## config.mk

```make
export PLATFORM = sky130hd
export DESIGN_NAME = ex_mem_reg
export DESIGN_NICKNAME = d
export VERILOG_FILES = /design/src/rtl/mips_pkg.sv /design/src/rtl/skid_buf2.sv /design/src/rtl/ex_mem_reg.sv
export SDC_FILE = /design/constraint.sdc
export NUM_CORES = 1
export LEC_CHECK = 0
export ABC_AREA = 1
export CORE_ASPECT_RATIO = 1.5
export CORE_MARGIN = 2
export CORE_UTILIZATION = 45
export CTS_CLUSTER_SIZE = 30
export DETAILED_ROUTE_END_ITERATION = 16
export GPL_TIMING_DRIVEN = 1
export PLACE_DENSITY = 0.71
export SLEW_MARGIN = 30
export SYNTH_ARGS = -nofsm -noshare
export SYNTH_HDL_FRONTEND = slang
export SYNTH_SLANG_ARGS = --single-unit
export TNS_END_PERCENT = 20
```

## constraint.sdc

```tcl
create_clock -name clk -period 2.63 [get_ports clk]
set_input_delay 0.526 -clock clk [delete_from_list [all_inputs] [get_ports clk]]
set_output_delay 0.526 -clock clk [all_outputs]
set_load 0.01 [all_outputs]
```

## src/rtl/mips_pkg.sv

```systemverilog
// mips_pkg: shared ALU codes, datapath widths and the EX/MEM entry bundle.
package mips_pkg;
  localparam int DATA_W = 32;
  localparam int REG_AW = 5;
  localparam logic [4:0] ALU_ADD  = 5'd0;
  localparam logic [4:0] ALU_AND  = 5'd1;
  localparam logic [4:0] ALU_XOR  = 5'd2;
  localparam logic [4:0] ALU_OR   = 5'd3;
  localparam logic [4:0] ALU_NOR  = 5'd4;
  localparam logic [4:0] ALU_SUB  = 5'd5;
  localparam logic [4:0] ALU_SLT  = 5'd19;
  localparam logic [4:0] ALU_SLTU = 5'd20;
  typedef enum logic [1:0] {S_EMPTY, S_ONE, S_TWO} occ_t;
  typedef struct packed {
    logic [DATA_W-1:0] result;
    logic [DATA_W-1:0] wdata;
    logic [DATA_W-1:0] pc;
    logic [REG_AW-1:0] wreg;
    logic              reg_write;
    logic              mem_read;
    logic              mem_write;
    logic              mem_to_reg;
  } ex_mem_t;
  function automatic logic is_addsub(input logic [4:0] code);
    return code == ALU_ADD || code == ALU_SUB;
  endfunction
endpackage

```

## src/rtl/skid_buf2.sv

```systemverilog
// skid_buf2: 2-entry valid/ready skid buffer; in_ready is registered so the
// downstream ready never reaches the upstream combinationally.
module skid_buf2
  import mips_pkg::*;
#(
  parameter int W = 8
) (
  input  logic         clk,
  input  logic         rst_n,
  input  logic         flush_i,
  input  logic         in_valid_i,
  output logic         in_ready_o,
  input  logic [W-1:0] in_data_i,
  output logic         out_valid_o,
  input  logic         out_ready_i,
  output logic [W-1:0] out_data_o
);
  occ_t         state_q;
  logic         rdy_q;
  logic [W-1:0] head_q, skid_q;
  logic         acc, drn;
  assign acc         = in_valid_i & rdy_q;
  assign drn         = out_valid_o & out_ready_i;
  assign out_valid_o = state_q != S_EMPTY;
  assign in_ready_o  = rdy_q;
  assign out_data_o  = head_q;
  always_ff @(posedge clk) begin
    if (!rst_n) begin
      state_q <= S_EMPTY;
      rdy_q   <= 1'b1;
      head_q  <= '0;
      skid_q  <= '0;
    end else if (flush_i) begin
      state_q <= S_EMPTY;
      rdy_q   <= 1'b1;
    end else begin
      case (state_q)
        S_EMPTY: if (acc) begin
          head_q  <= in_data_i;
          state_q <= S_ONE;
        end
        S_ONE: if (acc && drn) head_q <= in_data_i;
        else if (acc) begin
          skid_q  <= in_data_i;
          state_q <= S_TWO;
          rdy_q   <= 1'b0;
        end else if (drn) state_q <= S_EMPTY;
        S_TWO: if (drn) begin
          head_q  <= skid_q;
          state_q <= S_ONE;
          rdy_q   <= 1'b1;
        end
        default: state_q <= S_EMPTY;
      endcase
    end
  end
endmodule

```

## src/rtl/ex_mem_reg.sv

```systemverilog
// ex_mem_reg: EX/MEM boundary; qualifies add/sub overflow into a bubble entry
// and a sticky exception with the faulting PC, buffered through skid_buf2.
module ex_mem_reg
  import mips_pkg::*;
(
  input  logic              clk,
  input  logic              rst_n,
  input  logic              in_valid,
  output logic              in_ready,
  input  logic [4:0]        ALUCode,
  input  logic [DATA_W-1:0] ALUResult,
  input  logic              overflow,
  input  logic              RegWrite,
  input  logic              MemRead,
  input  logic              MemWrite,
  input  logic              MemtoReg,
  input  logic [REG_AW-1:0] WriteReg,
  input  logic [DATA_W-1:0] MemWriteData,
  input  logic [DATA_W-1:0] PC_in,
  input  logic              flush,
  output logic              out_valid,
  input  logic              out_ready,
  output logic [DATA_W-1:0] ALUResult_M,
  output logic [DATA_W-1:0] MemWriteData_M,
  output logic [DATA_W-1:0] PC_M,
  output logic [REG_AW-1:0] WriteReg_M,
  output logic              RegWrite_M,
  output logic              MemRead_M,
  output logic              MemWrite_M,
  output logic              MemtoReg_M,
  output logic              exc_overflow,
  input  logic              exc_ack,
  output logic [DATA_W-1:0] EPC
);
  ex_mem_t           ent, head;
  logic              fault, sk_rdy, acc, exc_q;
  logic [DATA_W-1:0] epc_q;
  assign fault = overflow & is_addsub(ALUCode);
  assign ent = '{result: ALUResult, wdata: MemWriteData, pc: PC_in, wreg: WriteReg,
                 reg_write: RegWrite & ~fault, mem_read: MemRead & ~fault,
                 mem_write: MemWrite & ~fault, mem_to_reg: MemtoReg};
  assign in_ready = sk_rdy & ~exc_q;
  assign acc      = in_valid & in_ready & ~flush;
  skid_buf2 #(.W($bits(ex_mem_t))) u_skid (
    .clk         (clk),
    .rst_n       (rst_n),
    .flush_i     (flush),
    .in_valid_i  (in_valid & ~exc_q),
    .in_ready_o  (sk_rdy),
    .in_data_i   (ent),
    .out_valid_o (out_valid),
    .out_ready_i (out_ready),
    .out_data_o  (head)
  );
  // a pending exception blocks accepts, so only the first fault reaches EPC
  always_ff @(posedge clk) begin
    if (!rst_n) begin
      exc_q <= 1'b0;
      epc_q <= '0;
    end else if (acc && fault) begin
      exc_q <= 1'b1;
      epc_q <= PC_in;
    end else if (exc_ack) exc_q <= 1'b0;
  end
  assign ALUResult_M    = head.result;
  assign MemWriteData_M = head.wdata;
  assign PC_M           = head.pc;
  assign WriteReg_M     = head.wreg;
  assign RegWrite_M     = head.reg_write;
  assign MemRead_M      = head.mem_read;
  assign MemWrite_M     = head.mem_write;
  assign MemtoReg_M     = head.mem_to_reg;
  assign exc_overflow   = exc_q;
  assign EPC            = epc_q;
endmodule
```

==> run summary <==
Avg Vias per Cell: 5.20
Initial Utilization: 45.9%
Post-CTS Resized: 0
Lkg Pwr: 0.00536 uW
Top post-synthesis cells by area: dfxtp_1 48%, nand2_1 14%, nor2_1 10%, a21oi_1 6.8%, o21ai_0 6.6%
Post-Place Worst Slack: 0.315 ns
Top-area cell type share of the netlist area: 47.7%
Ys Warns: 0
Distinct cell type count after synthesis: 19
H-tree Lvls: 1
Crit start category: register
Seq/Total Area, Yosys: 47.7%
Number of diodes: 0
Cells after DPL: 1932
P per Cell Area: 596 mW/mm^2
Commonest cells post-synth: 375 x nand2_1, 283 x nor2_1, 246 x dfxtp_1
Syn-to-layout area delta: 31.8%
Placed cell area: 0.0129 sq mm
FF-to-FF setup slack: 0.86 ns
Syn_nets: 1617
Global-route wire length before repair: 49.0 mm
Buffers on Ports: 256
Setup CP Type: register to primary output
Status: completed
CTS Hold Bufs: 0
Residual DRC: 0
Final GP Congestion: 0.791
Die area: 0.0242 sq mm
Design Area, Final: 0.0136 sq mm
Max frequency: 454 MHz
DIE HEIGHT: 189 um
Share of layout cells above drive strength 1: 3.66%
Top FF cell, synth: dfxtp_1
Final setup viols: 0
CTS tree: built
Hold Path Class: register to register
DRT Pass-1 Iters: 5
Period utilisation layout: 83.7%
Crit-path max FO: 4
Clk root buf: clkbuf_16
Worst IR drop on VDD: 0.000434 V
Total track usage: 24.6%
Post-synthesis area per instance: 6.88 sq um
Final hold vios: 0
Most frequent cell after synthesis: nand2_1
Core Box Area: 0.0225 sq mm
Io pins: 257
RSZ-0062 raised after global routing: false
Clk_lat worst skew: 0.51 ns
Max Slew Vio Count: 0
Tmin final: 2.20 ns
Per-cell routed wire length: 15.5 um
Routed Antenna Nets: 0
Critical Path End Type: primary output
CTS buffer count: 24
CTS Sinks: 246
Fin Clk Skew: 0.00656 ns
Total wire length: 30.5 mm
EDFF count, synth: 0
Post-synthesis cell count: 1500
DRT iter0 DRCs: 622
Max-cap violations: 0
Setup TNS: 0 ns
#FFs+latches synth: 246
Post-DP HPWL: 18.4 mm
Clk buf depth: 3
Largest area contributor in the netlist: dfxtp_1
Slew headroom: 43.1%
Total gr overflow: 0
Final nets: 1799
Final Non-Filler Cells: 1969
Clock slew at reported path FFs: 0.06 ns
Setup WS post-layout: 0.428 ns
Worst Path Arrival: 1.68 ns
DR vias: 10200
Final core utilization: 60.6%
FP Rows: 67
Synth Cell Area: 0.0103 sq mm
Async S/R FF share, synth: 0%
Post-CTS Setup Bufs: 0
Pin count of the biggest net entering global routing: 173
Worst Path Required: 2.10 ns
Initial antenna violation count: 0
Worst-Margin Slew: 0.853 ns
Horiz. Die Dim: 128 um
Number of global-route vias before repair: 9782
## through the flow
stage	hold WS [ns]	total power (uW)
after CTS	0.461	8190
after global routing	0.478	8440
after floorplan	0.439	4470
after detailed placement	0.452	4990
final	0.458	8110
after global placement	0.447	4980
## area by class of cell
| type | instances | area, sq um |
|---|---|---|
| Sequential cell | 246 | 4920 |
| Timing Repair Buffer | 273 | 2780 |
| Tap cell | 276 | 345 |
| Fill cell | 2132 | 8860 |
| Inverter | 54 | 206 |
| Multi-Input combinational cell | 1083 | 4640 |
| Clock buffer | 37 | 711 |
## critical path: stages, from the launching register on
cell and delay, ns:
dfxtp_1 0.40, inv_2 0.08, nand2_2 0.13, clkdlybuf4s50_1 0.56
## per-layer routing
layer / vias up / track usage [%] / part of all wire [%]
met5: - / 0 / 0
met4: 0 / 8.83 / 3.6
met3: 65 / 5.48 / 7.0
met2: 315 / 42.9 / 48
met1: 4713 / 29.5 / 42
li1: 5151 / - / -
## registers in the layout, indices dropped and copies added (netlist names)
register and flops:
exc_overflow 1, u_skid.skid_q 105, u_skid.state_q 2, EPC 32
u_skid.in_ready_o 1, u_skid.out_data_o 105
## report_power, final
group,internal (uW),switching [uW],leakage [uW]
clock,1830,1370,0.000346
combinational,483,514,0.00301
sequential,3850,67.1,0.00200
total,6160,1950,0.00536
## cells by family (layout without fill, tap and decap cells)
group / count (synthesis) / in the layout / synth area share [%]
compound gates: 309 / 309 / 15.1
simple gates: 774 / 774 / 29.7
buf+inv: 171 / 364 / 7.49
flops: 246 / 246 / 47.7
## final timing paths
| kind | from | endpoint | depth (start not counted) |
|---|---|---|---|
| max | u_skid.state_q[1] | out_valid | 3 |
| max reg2reg | u_skid.state_q[1] | u_skid.out_data_o[49] | 7 |
| min | u_skid.out_data_o[64] | u_skid.out_data_o[64] | 2 |
| min reg2reg | u_skid.out_data_o[64] | u_skid.out_data_o[64] | 2 |
## placed cells by master, fill, tap and decap left out, drive strengths merged
cell,n
a21oi,142
buf,18
clkbuf,37
clkdlybuf4s50,255
clkinv,1
dfxtp,246
inv,53
nand2,381
nand3,107
nor2,285
nor3,1
o21ai,167
Note: power is estimated with default switching activity, not from simulation.
